$ cat config.mk
export PLATFORM = sky130hd
export DESIGN_NAME = uart_parity_engine_flat
export DESIGN_NICKNAME = d
export VERILOG_FILES = /design/src/rtl/uart_parity_engine_if.sv /design/src/rtl/uart_parity_engine.sv /design/src/flat_wrapper.sv
export SDC_FILE = /design/constraint.sdc
export NUM_CORES = 1
export LEC_CHECK = 0
export BUFFER_PORTS_ARGS = -buffer_cell sky130_fd_sc_hd__buf_2
export CORE_UTILIZATION = 50
export CTS_CLUSTER_DIAMETER = 60
export CTS_CLUSTER_SIZE = 40
export DETAILED_ROUTE_END_ITERATION = 16
export PLACE_DENSITY = 0.8
export SLEW_MARGIN = 20
export SYNTH_ARGS = -nofsm -noshare
export SYNTH_HDL_FRONTEND = slang
export SYNTH_SLANG_ARGS = --single-unit
$ cat constraint.sdc
create_clock -name clk -period 3.4 [get_ports clk]
set_clock_uncertainty 0.1 [all_clocks]
set_input_delay 0.17 -clock clk [delete_from_list [all_inputs] [get_ports clk]]
set_output_delay 0.17 -clock clk [all_outputs]
set_load 0.03 [all_outputs]
$ cat src/rtl/uart_parity_engine_if.sv
// Generate-path handshake bundle for the UART parity engine.
// Master drives TX words in and drains results; slave is the engine.
interface uart_parity_engine_if #(
    parameter int DATA_WIDTH = 8
);
    logic                  gen_in_valid;
    logic                  gen_in_ready;
    logic [DATA_WIDTH-1:0] gen_in_data;
    logic                  gen_out_valid;
    logic                  gen_out_ready;
    logic [DATA_WIDTH-1:0] gen_out_data;
    logic                  gen_out_parity;

    modport master (
        output gen_in_valid,
        output gen_in_data,
        output gen_out_ready,
        input  gen_in_ready,
        input  gen_out_valid,
        input  gen_out_data,
        input  gen_out_parity
    );

    modport slave (
        input  gen_in_valid,
        input  gen_in_data,
        input  gen_out_ready,
        output gen_in_ready,
        output gen_out_valid,
        output gen_out_data,
        output gen_out_parity
    );
endinterface

$ cat src/rtl/uart_parity_engine.sv
// Registered parity generate/check unit for the UART datapath.
// Runtime character length, four parity modes, sticky error stats.
module uart_parity_engine #(
    parameter int DATA_WIDTH = 8,
    parameter int LEN_W      = 4,
    parameter int ERR_CNT_W  = 8
) (
    input  logic                  clk,
    input  logic                  rst,
    input  logic [1:0]            parity_type,
    input  logic [LEN_W-1:0]      data_len,
    uart_parity_engine_if.slave   gen,
    input  logic                  chk_valid,
    input  logic [DATA_WIDTH-1:0] chk_data,
    input  logic                  chk_parity,
    output logic                  chk_err,
    output logic                  err_flag,
    input  logic                  err_clr,
    output logic [ERR_CNT_W-1:0]  err_count
);

    typedef enum logic [1:0] {
        PAR_NONE = 2'b00,
        PAR_ODD  = 2'b01,
        PAR_EVEN = 2'b10,
        PAR_MARK = 2'b11
    } par_t;

    localparam logic [LEN_W-1:0] FULL_LEN = LEN_W'(DATA_WIDTH);

    function automatic logic calc_par(
        input par_t                  t,
        input logic [DATA_WIDTH-1:0] m
    );
        logic p;
        unique case (t)
            PAR_NONE: p = 1'b0;
            PAR_ODD:  p = ~^m;
            PAR_EVEN: p = ^m;
            PAR_MARK: p = 1'b1;
            default:  p = 1'b0;
        endcase
        return p;
    endfunction

    par_t                  ptype;
    logic [LEN_W-1:0]      eff_len;
    logic [DATA_WIDTH-1:0] mask;
    logic [DATA_WIDTH-1:0] gen_masked;
    logic [DATA_WIDTH-1:0] chk_masked;
    logic                  gen_par;
    logic                  chk_par;
    logic                  accept;

    logic                  gen_valid_q, gen_valid_d;
    logic [DATA_WIDTH-1:0] gen_data_q,  gen_data_d;
    logic                  gen_par_q,   gen_par_d;
    logic                  chk_err_q,   chk_err_d;
    logic                  err_flag_q,  err_flag_d;
    logic [ERR_CNT_W-1:0]  err_cnt_q,   err_cnt_d;

    // Length mask and parity for both paths, from this cycle's config.
    always_comb begin
        ptype = par_t'(parity_type);
        eff_len = data_len;
        if (data_len == '0 || data_len > FULL_LEN) begin
            eff_len = FULL_LEN;
        end
        mask = '0;
        for (int i = 0; i < DATA_WIDTH; i++) begin
            mask[i] = (LEN_W'(i) < eff_len);
        end
        gen_masked = gen.gen_in_data & mask;
        chk_masked = chk_data & mask;
        gen_par    = calc_par(ptype, gen_masked);
        chk_par    = calc_par(ptype, chk_masked);
    end

    assign gen.gen_in_ready = !gen_valid_q || gen.gen_out_ready;
    assign accept = gen.gen_in_valid && gen.gen_in_ready;

    // Output register: load on accept, drop valid on a drain-only cycle.
    always_comb begin
        gen_valid_d = gen_valid_q;
        gen_data_d  = gen_data_q;
        gen_par_d   = gen_par_q;
        if (accept) begin
            gen_valid_d = 1'b1;
            gen_data_d  = gen_masked;
            gen_par_d   = gen_par;
        end else if (gen.gen_out_ready) begin
            gen_valid_d = 1'b0;
        end
    end

    // Mismatch detect plus sticky flag / saturating counter; error beats clear.
    always_comb begin
        chk_err_d  = chk_valid && (ptype != PAR_NONE)
                     && (chk_parity != chk_par);
        err_flag_d = err_flag_q;
        err_cnt_d  = err_cnt_q;
        if (chk_err_q) begin
            err_flag_d = 1'b1;
            if (err_clr) begin
                err_cnt_d = ERR_CNT_W'(1);
            end else if (err_cnt_q != '1) begin
                err_cnt_d = err_cnt_q + 1'b1;
            end
        end else if (err_clr) begin
            err_flag_d = 1'b0;
            err_cnt_d  = '0;
        end
    end

    // State registers; reset drops any pending output word.
    always_ff @(posedge clk or negedge rst) begin
        if (!rst) begin
            gen_valid_q <= 1'b0;
            gen_data_q  <= '0;
            gen_par_q   <= 1'b0;
            chk_err_q   <= 1'b0;
            err_flag_q  <= 1'b0;
            err_cnt_q   <= '0;
        end else begin
            gen_valid_q <= gen_valid_d;
            gen_data_q  <= gen_data_d;
            gen_par_q   <= gen_par_d;
            chk_err_q   <= chk_err_d;
            err_flag_q  <= err_flag_d;
            err_cnt_q   <= err_cnt_d;
        end
    end

    assign gen.gen_out_valid  = gen_valid_q;
    assign gen.gen_out_data   = gen_data_q;
    assign gen.gen_out_parity = gen_par_q;
    assign chk_err   = chk_err_q;
    assign err_flag  = err_flag_q;
    assign err_count = err_cnt_q;

endmodule

$ cat src/flat_wrapper.sv
// flat-port wrapper written by rule: the top's interface ports become plain ports
module uart_parity_engine_flat 
#(
    parameter int DATA_WIDTH = 8,
    parameter int LEN_W      = 4,
    parameter int ERR_CNT_W  = 8
)
  (clk, rst, parity_type, data_len, chk_valid, chk_data, chk_parity, chk_err, err_flag, err_clr, err_count, gen_gen_in_valid, gen_gen_in_data, gen_gen_out_ready, gen_gen_in_ready, gen_gen_out_valid, gen_gen_out_data, gen_gen_out_parity);
  uart_parity_engine_if #(.DATA_WIDTH(DATA_WIDTH)) gen_i ();
  input  logic clk;
  input  logic rst;
  input  logic [1:0] parity_type;
  input  logic [LEN_W-1:0] data_len;
  input  logic chk_valid;
  input  logic [DATA_WIDTH-1:0] chk_data;
  input  logic chk_parity;
  output logic chk_err;
  output logic err_flag;
  input  logic err_clr;
  output logic [ERR_CNT_W-1:0] err_count;
  input wire logic [$bits(gen_i.gen_in_valid)-1:0] gen_gen_in_valid;
  input wire logic [$bits(gen_i.gen_in_data)-1:0] gen_gen_in_data;
  input wire logic [$bits(gen_i.gen_out_ready)-1:0] gen_gen_out_ready;
  output wire logic [$bits(gen_i.gen_in_ready)-1:0] gen_gen_in_ready;
  output wire logic [$bits(gen_i.gen_out_valid)-1:0] gen_gen_out_valid;
  output wire logic [$bits(gen_i.gen_out_data)-1:0] gen_gen_out_data;
  output wire logic [$bits(gen_i.gen_out_parity)-1:0] gen_gen_out_parity;
  assign gen_i.gen_in_valid = gen_gen_in_valid;
  assign gen_i.gen_in_data = gen_gen_in_data;
  assign gen_i.gen_out_ready = gen_gen_out_ready;
  assign gen_gen_in_ready = gen_i.gen_in_ready;
  assign gen_gen_out_valid = gen_i.gen_out_valid;
  assign gen_gen_out_data = gen_i.gen_out_data;
  assign gen_gen_out_parity = gen_i.gen_out_parity;
  uart_parity_engine #(.DATA_WIDTH(DATA_WIDTH), .LEN_W(LEN_W), .ERR_CNT_W(ERR_CNT_W)) u_core (.clk(clk), .rst(rst), .parity_type(parity_type), .data_len(data_len), .gen(gen_i), .chk_valid(chk_valid), .chk_data(chk_data), .chk_parity(chk_parity), .chk_err(chk_err), .err_flag(err_flag), .err_clr(err_clr), .err_count(err_count));
endmodule
==> metrics list, run 1 <==
- Tightest Hold Check Type: in -> reg
- Run status: finished, final reports clean
- Once detail routing completed, the nets flagged for antenna violations numbered 0.
* Start point of the critical path: data_len[1]
- Total power of the final layout: 0.616 mW
- Clock-pin slew was measured on the worst setup and hold paths at about 0.11 ns.
- The number of nets in the synthesized netlist is 180.
* DR vias/cell: around 5.7
- CTS tree: done
* Total of fill cells in the finished design: 217
* Wire length after detailed routing: between 2000 and 3000 um
* Post-synthesis adder-cell area fraction: 0.00941
- Level count of the clock H-tree: 1
- Share of final-layout standard cells stronger than drive strength 1: 0.291
* Most frequent cells in the layout: sky130_fd_sc_hd__buf_2 (49), sky130_fd_sc_hd__nand2_1 (24), sky130_fd_sc_hd__dfrtp_1 (20), sky130_fd_sc_hd__o21ai_0 (15), sky130_fd_sc_hd__nor2_1 (8)
- In this run the power density over the cells is roughly 380 nW/um^2.
- Distinct cell type count after synthesis: 40
- First-pass GRT wire length: roughly 4500 um
- Area share of and/or/nand/nor cells after synthesis: 0.278
* Number of enable-type register cells in the synthesized netlist: 0
- In this run the deepest clock path goes through 2 buffers.
* Startpoint of the most critical register-to-register path: u_core.err_count[0]
- Setup-violating endpoint count in the final report: 0
- WS Path Type: in -> reg
- Relative to the synthesized area, the layout overhead comes to 21.6%.
- Input and output buffers added on the ports amount to 49.
- For this run, the number of standard cells in the final layout without fillers is roughly 230.
- After detailed routing, the average wire length per cell comes to roughly 13 um.
* Pin count of the biggest net entering global routing: 21
- The share of the synthesized area in compound gates (AO/OA/AOI/OAI) came to 0.209.
- Post-layout min period: between 1.5 and 2 ns
- For the pin with the worst max-slew slack, the measured transition is about 0.46 ns.
- Counting flops with an async set or reset pin after synthesis yields a share of 1.00.
* Setup slack after layout: ~1.7 ns
- Insertion delay of the later-clocked pin in the worst-skew pair: ~0.3 ns
- In this run, the number of DRC markers left after iteration 0 of detailed routing was 41.
* CP startpoint kind: input pin
- Summing all non-filler instances in the final layout gives an area of 1620 um^2.
* Width of the chip: 53.6 um
* Fraction of the cycle the final worst path needs: 0.514
- The initial antenna violation count came to 0.
- The average instance in the mapped netlist occupies ~8.9 um^2.
- Dominant cell type by area after synthesis: sky130_fd_sc_hd__dfrtp_1
- The tree is rooted in a sky130_fd_sc_hd__clkbuf_4.
* Achievable frequency: about 570 MHz
* Global-route usage over all layers: 0.216
- NumNets Final: 230
* Die Ht: 53.6 um
* Data required time of the critical path: about 3.5 ns
* Antenna diode count: 0
* Top post-synthesis cells by area: sky130_fd_sc_hd__dfrtp_1 (38%), sky130_fd_sc_hd__nand2_1 (6.8%), sky130_fd_sc_hd__o21ai_0 (5.6%), sky130_fd_sc_hd__xor2_1 (4.6%), sky130_fd_sc_hd__a222oi_1 (3.0%)
* Total of cells resized after clock tree synthesis: 0
- Summing all placed instances gives a cell area of 1570 um^2.
* Number of detailed-routing iterations run before antenna repair: 4
* Final count of pins violating max slew: 0
- Registers take 500 um^2.
- Most common flop cell mapped by yosys: sky130_fd_sc_hd__dfrtp_1
- Summing every instance area after synthesis gives about 1300 um^2.
- Routed via count: roughly 1300
- Estimated wirelength of the detail-placed design: between 2000 and 2500 um
* Routability Congestion: about 0.84
* Die ar.: around 2900 um^2
* Xor-xnor portion of the synthesized cell area: 0.0724
- For this run, the share of the core covered by cells in the final layout is 0.647.
- Of the post-synthesis cell area, the dominant cell type holds 0.376.
- Beginning of the worst hold path: gen_gen_in_data[3]
* Total gr overflow: 0
- By area, the combinational part of the netlist is dominated by simple AND/OR/NAND/NOR gates.
- The worst pin sits at a relative slew slack of 0.691.
* Gate Count Post-Synth: 150
- Of all nets on the critical path, the largest fanout is 10.
- The analysis attributes to cell leakage a power of about 0.78 nW.
- The Yosys step of the flow raised 0 warnings.
- The portion of synthesized area spent on multiplexers is 0.0160.
* Standard cell core area: 2500 um^2
* Final worst hold slack: between 0.015 and 0.02 ns
* Placement-stage worst setup slack: about 1.3 ns
- 50 I/O pins were placed.
- STA classifies the critical path endpoint as a flop.
- Number of DRC violations after detailed routing: 0
- The count of endpoints failing hold in the final timing report is 0.
- Initial Util: 0.532
- VDD sags by at most ~0.26 mV.
- Buffers inserted during clock tree synthesis total 3.
* Total negative slack: 0 ns
- Leaving out fill and tap cells, the most frequent cell in the layout is sky130_fd_sc_hd__buf_2.
- Row generation in the floorplan step produced 18 rows.
- The via count of the first global-routing pass came to 1094.
- Area used by multi-input combinational logic: between 700 and 800 um^2
- Crit path arrival time: 1.84 ns
* Cells after DPL: 224
- The clock drives 20 sinks.
- Post-synthesis register bit count: 20
* Register area share after synthesis: 0.376
* Setup repair after global routing missed its margin: false
* Max-Cap Viols: 0
==> cell usage after synthesis, types with 2 or more instances <==
cell                       instances
sky130_fd_sc_hd__buf_6             3
sky130_fd_sc_hd__nand2b_1          4
sky130_fd_sc_hd__a211o_1           4
sky130_fd_sc_hd__a21oi_1           6
sky130_fd_sc_hd__nand2_1          24
sky130_fd_sc_hd__inv_1             3
sky130_fd_sc_hd__xor2_1            7
sky130_fd_sc_hd__and4b_1           3
sky130_fd_sc_hd__o21ai_0          15
sky130_fd_sc_hd__nor3_1            5
sky130_fd_sc_hd__a21o_1            3
sky130_fd_sc_hd__nand3_1           5
sky130_fd_sc_hd__xnor2_1           4
sky130_fd_sc_hd__nand4_1           2
sky130_fd_sc_hd__or3_1             2
sky130_fd_sc_hd__nor2_1            8
sky130_fd_sc_hd__clkbuf_1          2
sky130_fd_sc_hd__o211ai_1          5
sky130_fd_sc_hd__or2_1             2
sky130_fd_sc_hd__a222oi_1          4
sky130_fd_sc_hd__dfrtp_1          20
==> metal layers <==
layer,part of all wire,GRT usage,routed length (um),up-vias
li1,-,-,-,647
met1,0.45,0.271,1330,604
met2,0.50,0.385,1450,52
met3,0.038,0.0169,110,5
met4,0.014,0.0789,40,0
met5,0,0,0,-
==> state kept, by name, indices dropped and copies added (netlist names) <==
| name | count |
|---|---|
| u_core.gen.gen_out_valid | 1 |
| u_core.chk_err | 1 |
| u_core.gen.gen_out_data | 8 |
| u_core.err_flag | 1 |
| u_core.err_count | 8 |
| u_core.gen.gen_out_parity | 1 |
==> final timing paths <==
| path | cells past startpoint | to | slack, ns |
|---|---|---|---|
| setup / recovery | 7 | u_core.gen.gen_out_parity | 1.65 |
| hold / removal | 2 | u_core.gen.gen_out_data[3] | 0.02 |
| setup reg to reg | 6 | u_core.err_count[3] | 1.67 |
| hold reg to reg | 2 | u_core.gen.gen_out_data[4] | 0.39 |
| max in group asynchronous | 2 | u_core.err_count[3] | 2.68 |
| min in group asynchronous | 2 | u_core.gen.gen_out_data[1] | 0.22 |
==> what timing repair did <==
item | 4_1_cts | 5_1_grt
hold buffers | 1 | 0
endpoints found under the hold margin | 20 | 0
setup buffers | 0 | 0
==> layout make-up <==
cell class | count | share of cell area
clock buffers | 4 | 0.0224
inverters | 3 | 0.00696
multi-input cells | 122 | 0.480
flip-flops and latches | 20 | 0.309
well taps | 30 | 0.0232
repair buffers | 50 | 0.158
==> where the power goes <==
part           leakage (nW)  switching, mW  internal, mW  total, mW
Combinational         0.501          0.127        0.0724      0.200
Sequential            0.260         0.0172         0.262      0.279
Clock                0.0210         0.0716        0.0653      0.137
Total                 0.782          0.216         0.399      0.616
==> critical path, stage by stage <==
cell and delay (ns):
sky130_fd_sc_hd__buf_2 0.17, sky130_fd_sc_hd__nor4b_4 0.42, sky130_fd_sc_hd__nor3_1 0.12, sky130_fd_sc_hd__a211o_1 0.26
sky130_fd_sc_hd__a211o_1 0.28, sky130_fd_sc_hd__nand3_1 0.08, sky130_fd_sc_hd__or3b_1 0.35
==> logic make-up after synthesis <==
family                     after synthesis
buffers and inverters                    8
adders and majority gates                1
and+or+nand+nor                         66
DFF                                     20
AOI/OAI and AO/OA                       42
muxes                                    2
xor gates and xnor gates                11
No activity file was read; power rests on OpenSTA's default activity.
==> run 2: changes to the inputs <==
--- a/config.mk
+++ b/config.mk
@@ -6,11 +6,11 @@
 export NUM_CORES = 1
 export LEC_CHECK = 0
 export BUFFER_PORTS_ARGS = -buffer_cell sky130_fd_sc_hd__buf_2
-export CORE_UTILIZATION = 50
+export CORE_UTILIZATION = 49
 export CTS_CLUSTER_DIAMETER = 60
 export CTS_CLUSTER_SIZE = 40
 export DETAILED_ROUTE_END_ITERATION = 16
-export PLACE_DENSITY = 0.8
+export PLACE_DENSITY = 0.79
 export SLEW_MARGIN = 20
 export SYNTH_ARGS = -nofsm -noshare
 export SYNTH_HDL_FRONTEND = slang
==> constraint.sdc (replaced) <==
create_clock -name clk -period 1.7 [get_ports clk]
set_clock_uncertainty 0.1 [all_clocks]
set_input_delay 0.085 -clock clk [delete_from_list [all_inputs] [get_ports clk]]
set_output_delay 0.085 -clock clk [all_outputs]
set_load 0.03 [all_outputs]
==> run 2 against run 1 <==
  * Final area rose by 19%
  * Total power rose by 110%
  * Largest power group unchanged
  * Global-route usage rose by 5.1 points
  * Core utilization rose by 12 points
  * Critical path type unchanged
  * Cell count rose by 14%
  * Sequential power rose by 100%
  * Combinational power rose by 150%
  * Routed wire length rose by 23%
  * Sequential share of layout area fell by 4.8 points
  * Die area rose by 2.0%
==> metrics list, run 2 (synthesis results as in run 1) <==
* DRT iter0 DRCs: 70 (+71%)
- Top routing layer in use: met4
* Data required time of the critical path: 1.78 ns (-1.71 ns)
- Reg-to-reg slack, setup: 0.11 ns (-1.56 ns)
* CTS Root Buffer Type: sky130_fd_sc_hd__clkbuf_4
- The actual transition at the worst max-transition pin came to 0.433 ns (-0.0301 ns).
- The final total negative setup slack was 0 ns (unchanged).
- In the layout the commonest cells are sky130_fd_sc_hd__buf_2 (45), sky130_fd_sc_hd__buf_4 (24), sky130_fd_sc_hd__nand2_1 (23), sky130_fd_sc_hd__dfrtp_1 (18), sky130_fd_sc_hd__o21ai_0 (15).
* Pin count of the biggest net entering global routing: 21 (unchanged)
- The initial antenna violation count is 0 (unchanged).
* Total number of placement rows: 18 (unchanged)
* Die ar.: 2930 um^2 (+2.0%)
- The weighted congestion reported at the end of routability-driven placement was 0.782 (-7.3%).
- First-pass GRT wire length: 5640 um (+24%)
* Level count of the clock H-tree: 1 (unchanged)
- Startpoint of the most critical register-to-register path: u_core.err_count[1]
- Leaving out fill and tap cells, the most frequent cell in the layout is sky130_fd_sc_hd__buf_2.
- Finished Core Util: 0.764 (+0.117)
- Fraction of the cycle the final worst path needs: 0.991
- Standard cell core area: 2520 um^2 (+0.90%)
- Worst Reg2Reg Path Length in Cells: 6 (unchanged)
- The setup slack at placement is -0.263 ns (-1.60 ns).
- The via count of the first global-routing pass is 1330 (+22%).
* NumNets Final: 261 (+13%)
- Port-buffer cells: 49 (unchanged)
- The global routing usage summed across all routing layers was 0.267 (+0.0510).
- The worst setup path is of the in -> reg kind.
- Met1 WL: 1510 um (+14%)
* CP startpoint kind: input pin
* CTS clock-pin slew for the worst setup and hold paths: 0.11 ns (about the same)
- Crit. End Element: flop
- Setup repair after global routing could not meet its margin everywhere.
* Wire length after detailed routing: 3610 um (+23%)
- Worst hold path endpoint: u_core.gen.gen_out_data[6]
- Routed via count: 1469 (+12%)
- Top-Level Pins: 50 (unchanged)
* DR vias/cell: 5.65 (-1.1%)
* TritonCTS Buffers: 3 (unchanged)
- Run status: finished, final reports clean
- The power density relative to cell area was 661 nW/um^2 (+74%).
* Antenna diode count: 0 (unchanged)
- The highest fanout seen on the critical path was 7 (-3).
- Setup slack after layout: 0.0161 ns (-1.64 ns)
- Width of the chip: 54.1 um (+0.98%)
* Met3 wire length: 219 um (+99%)
- The count of antenna-violating nets left after detailed routing came to 0 (unchanged).
- The worst hold path begins at gen_gen_in_data[6].
- The tightest min-delay check is of the in -> reg type.
- Final count of pins violating max slew: 0 (unchanged)
- Clock tree sinks: 20 (unchanged)
* Number of DRC violations after detailed routing: 0 (unchanged)
* Largest voltage drop on the vdd net: 0.620 mV (+140%)
* Endpoint of the most critical register-to-register path: u_core.err_count[3]
* Number of detailed-routing iterations run before antenna repair: 5 (+1)
- The half-perimeter wire length of the detailed placement result is 2610 um (+11%).
- The setup violation total in the final timing report was 0 (unchanged).
- The count of max-cap constraint violations was 0 (unchanged).
* Share of final-layout standard cells stronger than drive strength 1: 0.383 (+0.0912)
- The insertion delay to the later sink of the worst-skew pair was 0.29 ns (about the same).
- Number of cells on the worst hold path: 3 (+1)
- The signal arrival time at the worst endpoint was 1.77 ns (-0.07 ns).
- Leakage power total: 0.946 nW (+21%)
- The routed wire length per instance came to 13.9 um (+8.3%).
- The worst-case clock buffer depth is 2 (unchanged).
- Post-layout min period: approximately 1.7 ns
- The aggregate global routing overflow is 0 (unchanged).
* Achievable frequency: slightly below 600 MHz
* Worst rel slew slack: 0.711 (+0.0201)
* Initial Util: 0.527 (-0.00475)
* Total power of the final layout: 1.27 mW (+110%)
- TritonCTS built the clock tree.
* Die Ht: 54.1 um (+0.98%)
- The count of endpoints failing hold in the final timing report was 0 (unchanged).
- Routed length on met2: 1800 um (+24%)
- Area growth from synthesis to layout: 44.9%
-- run 2: how the worst max path moves through the flow --
| stage | cells after the start | startpoint | endpoint | slack (ns) |
|---|---|---|---|---|
| after floorplan | 7 | data_len[0] | u_core.gen.gen_out_parity | -0.07 |
| after global placement | 7 | data_len[1] | u_core.gen.gen_out_parity | -0.18 |
| after detailed placement | 7 | data_len[0] | u_core.gen.gen_out_parity | -0.26 |
| after CTS | 6 | u_core.err_count[1] | u_core.err_count[3] | 0.01 |
| after global routing | 7 | data_len[3] | u_core.gen.gen_out_parity | -0.06 |
| final | 7 | data_len[3] | u_core.gen.gen_out_parity | 0.02 |
-- run 2: cell type report --
cell class                      instances  area (um^2)
Multi-Input combinational cell        122          817
Fill cell                             183          596
Timing Repair Buffer                   81          532
Sequential cell                        20          503
Tap cell                               30         37.5
Clock buffer                            4         26.3
Inverter                                3         11.3
-- run 2: what timing repair did --
| action | in CTS | in global routing |
|---|---|---|
| hold buffers | 10 | 0 |
| setup endpoints to repair | 0 | 8 |
| endpoints found under the hold margin | 34 | 0 |
| gates resized for setup | 0 | 18 |
| setup buffers | 0 | 4 |
-- run 2: per-stage QoR --
step / hold WS [ns] / cell area (um^2) / instances
finish: 0.0147 / 1930 / 260
global route: 0.00869 / 1930 / 260
floorplan: -0.311 / 1340 / 150
global placement: -0.0566 / 1710 / 242
CTS: 0.00930 / 1840 / 256
detailed placement: -0.0472 / 1710 / 242
-- run 2: worst max-delay path: stages --
cell and delay, ns:
sky130_fd_sc_hd__buf_8 0.11, sky130_fd_sc_hd__nor4b_4 0.42, sky130_fd_sc_hd__nor3_2 0.11, sky130_fd_sc_hd__a211o_1 0.30, sky130_fd_sc_hd__a211o_1 0.31, sky130_fd_sc_hd__nand3_1 0.08
sky130_fd_sc_hd__or3b_1 0.35
-- run 2: report_power, final --
| group | total, mW | internal, mW | switching, mW |
|---|---|---|---|
| Combinational | 0.490 | 0.206 | 0.283 |
| Clock | 0.227 | 0.0912 | 0.136 |
| Sequential | 0.557 | 0.524 | 0.0329 |
| Total | 1.27 | 0.822 | 0.452 |
-- run 2: metal layers --
metal  vias up  GRT usage
met2        67      0.463
met3        10     0.0508
met5         -          0
met1       676      0.322
met4         0      0.107
li1        716          -
==> run 3: changes to the inputs <==
--- a/config.mk
+++ b/config.mk
@@ -5,8 +5,11 @@
 export SDC_FILE = /design/constraint.sdc
 export NUM_CORES = 1
 export LEC_CHECK = 0
+export ABC_CLOCK_PERIOD_IN_PS = 1700
 export BUFFER_PORTS_ARGS = -buffer_cell sky130_fd_sc_hd__buf_2
+export CORE_MARGIN = 2
 export CORE_UTILIZATION = 49
+export CTS_BUF_LIST = sky130_fd_sc_hd__clkbuf_16
 export CTS_CLUSTER_DIAMETER = 60
 export CTS_CLUSTER_SIZE = 40
 export DETAILED_ROUTE_END_ITERATION = 16
==> run 3 against run 2 <==
  * Combinational power fell by 4.3%
  * Critical path type is now reg -> reg
  * Sequential power is essentially flat
  * Largest power group unchanged
  * Worst setup slack improved by 0.033 ns
  * Via count fell by 0.88%
  * Total power is 18% higher
==> metrics list, run 3 (synthesis results as in run 1) <==
* Crit path arrival time: 1.72 ns (-0.05 ns)
* Number of detailed-routing iterations run before antenna repair: 4 (-1)
* Met3 wire length: 215 um (-1.8%)
* Largest voltage drop on the vdd net: 0.958 mV (+54%)
* Reported net switching power: 0.475 mW (+5.0%)
- The count of endpoints failing hold in the final timing report was 0 (unchanged).
- The library cells used most frequently in the layout, excluding fill and tap cells, are sky130_fd_sc_hd__buf_2 (45), sky130_fd_sc_hd__nand2_1 (23), sky130_fd_sc_hd__dfrtp_1 (18), sky130_fd_sc_hd__buf_4 (17), sky130_fd_sc_hd__o21ai_0 (14).
- Level count of the clock H-tree: 1 (unchanged)
* Total internal power: 1.03 mW (+25%)
- The run finished with clean final reports.
* Estimated wirelength of the detail-placed design: 2680 um (+2.6%)
* Number of global-route vias before repair: 1378 (+3.6%)
- The most critical setup path has its startpoint at u_core.err_count[1].
- The die area came to 3150 um^2 (+7.5%).
- The core box area is 2520 um^2 (unchanged).
- TritonCTS built the clock tree.
* Finished Core Util: 0.747 (-0.0169)
* Design area: 1880 um^2 (-2.2%)
- First-pass GRT wire length: 5980 um (+6.1%)
- Transition time of the tightest slew-check pin: 0.443 ns (+0.0105 ns)
- Post-layout min period: 1.65 ns (-0.0328 ns)
- Die Ht: 56.1 um (+3.7%)
* Number of DRC violations after detailed routing: 0 (unchanged)
- The total number of vias is 1456 (-0.88%).
- The library cell used most frequently in the layout, excluding fill and tap cells, is sky130_fd_sc_hd__buf_2.
* Met1 WL: 1460 um (-3.7%)
- Achievable frequency: 606 MHz (+2.0%)
- From synthesis to final layout, the design area changed by 41.7%.
- The global routing usage summed across all routing layers is 0.234 (-0.0335).
- The count of max-cap constraint violations was 0 (unchanged).
- The power density relative to cell area is 798 nW/um^2 (+21%).
- Port-buffer cells: 49 (unchanged)
- The clock-pin slew on the worst setup and hold paths was 0.06 ns (-0.05 ns).
* Pin count of the biggest net entering global routing: 21 (unchanged)
* Data required time of the critical path: 1.77 ns (about the same)
* Share of power burned in the clock network: 0.316 (+0.138)
- The worst setup path is launched from a flop.
* Top fanout value on the critical path: 4 (-3)
* Placement Cell Area: 1690 um^2 (-1.3%)
* WS Path Type: reg -> reg
- The detailed-routed wire length on met2 came to 1880 um (+4.8%).
- The worst-case clock buffer depth came to 2 (unchanged).
- The number of clock buffers inserted by TritonCTS was 3 (unchanged).
- Fraction of power consumed by sequential logic: 0.372 (-0.065)
- The layout net count was 248 (-5.0%).
- In this run the most critical hold path is launched from gen_gen_in_data[3].
- The standard-cell row count was 18 (unchanged).
- The via density per instance was 5.89 (+4.3%).
- Leakage power total: 0.920 nW (-2.7%)
* Final routed wire length divided by cell count: 14.7 um (+5.6%)
* Routability Congestion: 0.873 (+12%)
- The normalized max-slew margin was 0.704 (-0.00702).
* Width of the chip: 56.1 um (+3.7%)
- The post-route non-filler standard cell count is 247 (-5.0%).
- The number of placed cells counting well taps is 239 (-1.2%).
* DRT iter0 DRCs: 58 (-17%)
- Share of final-layout standard cells stronger than drive strength 1: 0.396 (+0.0137)
- The ratio of final minimum period to clock period came to 0.971 (-0.0193).
- Final count of pins violating max slew: 0 (unchanged)
- Setup repair after global routing missed its margin: true
- The number of stages on the worst hold path came to 2 (-1).
- Initial Util: 0.527 (unchanged)
- Switching Share: 0.316 (-0.0392)
* Insertion delay of the later-clocked pin in the worst-skew pair: 0.25 ns (-0.04 ns)
* Startpoint of the most critical register-to-register path: u_core.err_count[1]
- Antenna diode count: 0 (unchanged)
* Worst Reg2Reg Path Length in Cells: 6 (unchanged)
- Crit. End Element: flop
- The initial antenna violation count is 0 (unchanged).
- The relative contribution of combinational cells to total power came to 0.312 (-0.072).
- The number of sinks on the clock net is 20 (unchanged).
* Top-Level Pins: 50 (unchanged)
- Setup-violating endpoint count in the final report: 0 (unchanged)
- The aggregate global routing overflow came to 0 (unchanged).
- Routed signal wires occupy layers up through met4.
- The total routed wirelength came to 3620 um (+0.33%).
- The count of antenna-violating nets left after detailed routing came to 0 (unchanged).
* CTS Root Buffer Type: sky130_fd_sc_hd__clkbuf_16
- Tightest Hold Check Type: in -> reg
## run 3: power groups by stage
stage	Sequential, mW	Combinational [mW]	Clock, mW
after floorplan	0.663	0.173	0
after global placement	0.561	0.429	0
after detailed placement	0.564	0.442	0
after CTS	0.558	0.450	0.477
after global routing	0.566	0.510	0.506
final	0.559	0.469	0.476
## run 3: layer usage
metal | GRT usage | vias to the layer above
met5 | 0 | -
met3 | 0.0256 | 9
li1 | - | 688
met1 | 0.284 | 693
met2 | 0.425 | 66
met4 | 0.0782 | 0
## run 3: path summary, 6_finish.rpt
| kind | end | slack, ns |
|---|---|---|
| max | u_core.err_count[3] | 0.05 |
| min | u_core.gen.gen_out_data[3] | 0.003 |
| max reg2reg | u_core.err_count[3] | 0.05 |
| min reg2reg | u_core.gen.gen_out_data[5] | 0.38 |
| max in group asynchronous | u_core.err_count[1] | 0.95 |
| min in group asynchronous | u_core.gen.gen_out_data[5] | 0.22 |
## run 3: cell type report
class | instances | area, um^2
multi-input cells | 122 | 827
fillers | 178 | 638
flip-flops and latches | 20 | 503
repair buffers | 68 | 427
clock buffers | 3 | 75.1
well taps | 30 | 37.5
inverters | 3 | 11.3
clock inverters | 1 | 3.75
## run 3: per-stage QoR
stage	TNS, ns	worst slack [ns]	power [mW]	hold WS (ns)
3_3_place_gp	-0.293	-0.168	0.990	-0.0583
2_1_floorplan	-0.0662	-0.0662	0.836	-0.311
5_1_grt	-0.0222	-0.0194	1.58	0.00482
3_5_place_dp	-0.370	-0.202	1.01	-0.0477
6_report	0	0.0489	1.50	0.00302
4_1_cts	0	0.00544	1.48	0.0109
## run 3: what timing repair did
| item | CTS | global route |
|---|---|---|
| setup buffers | 0 | 2 |
| resized for setup | 3 | 21 |
| hold buffers | 2 | 0 |
| pin swaps | 0 | 6 |
| endpoints found under the setup margin | 1 | 6 |
| hold endpoints to repair | 21 | 0 |
## run 3: worst max-delay path, stage by stage (launching register included)
cell and delay, ns:
sky130_fd_sc_hd__dfrtp_2 0.43, sky130_fd_sc_hd__ha_1 0.23, sky130_fd_sc_hd__nand2_2 0.11, sky130_fd_sc_hd__nor3_4 0.06
sky130_fd_sc_hd__nand2b_4 0.16, sky130_fd_sc_hd__or3_1 0.31, sky130_fd_sc_hd__a21oi_1 0.17
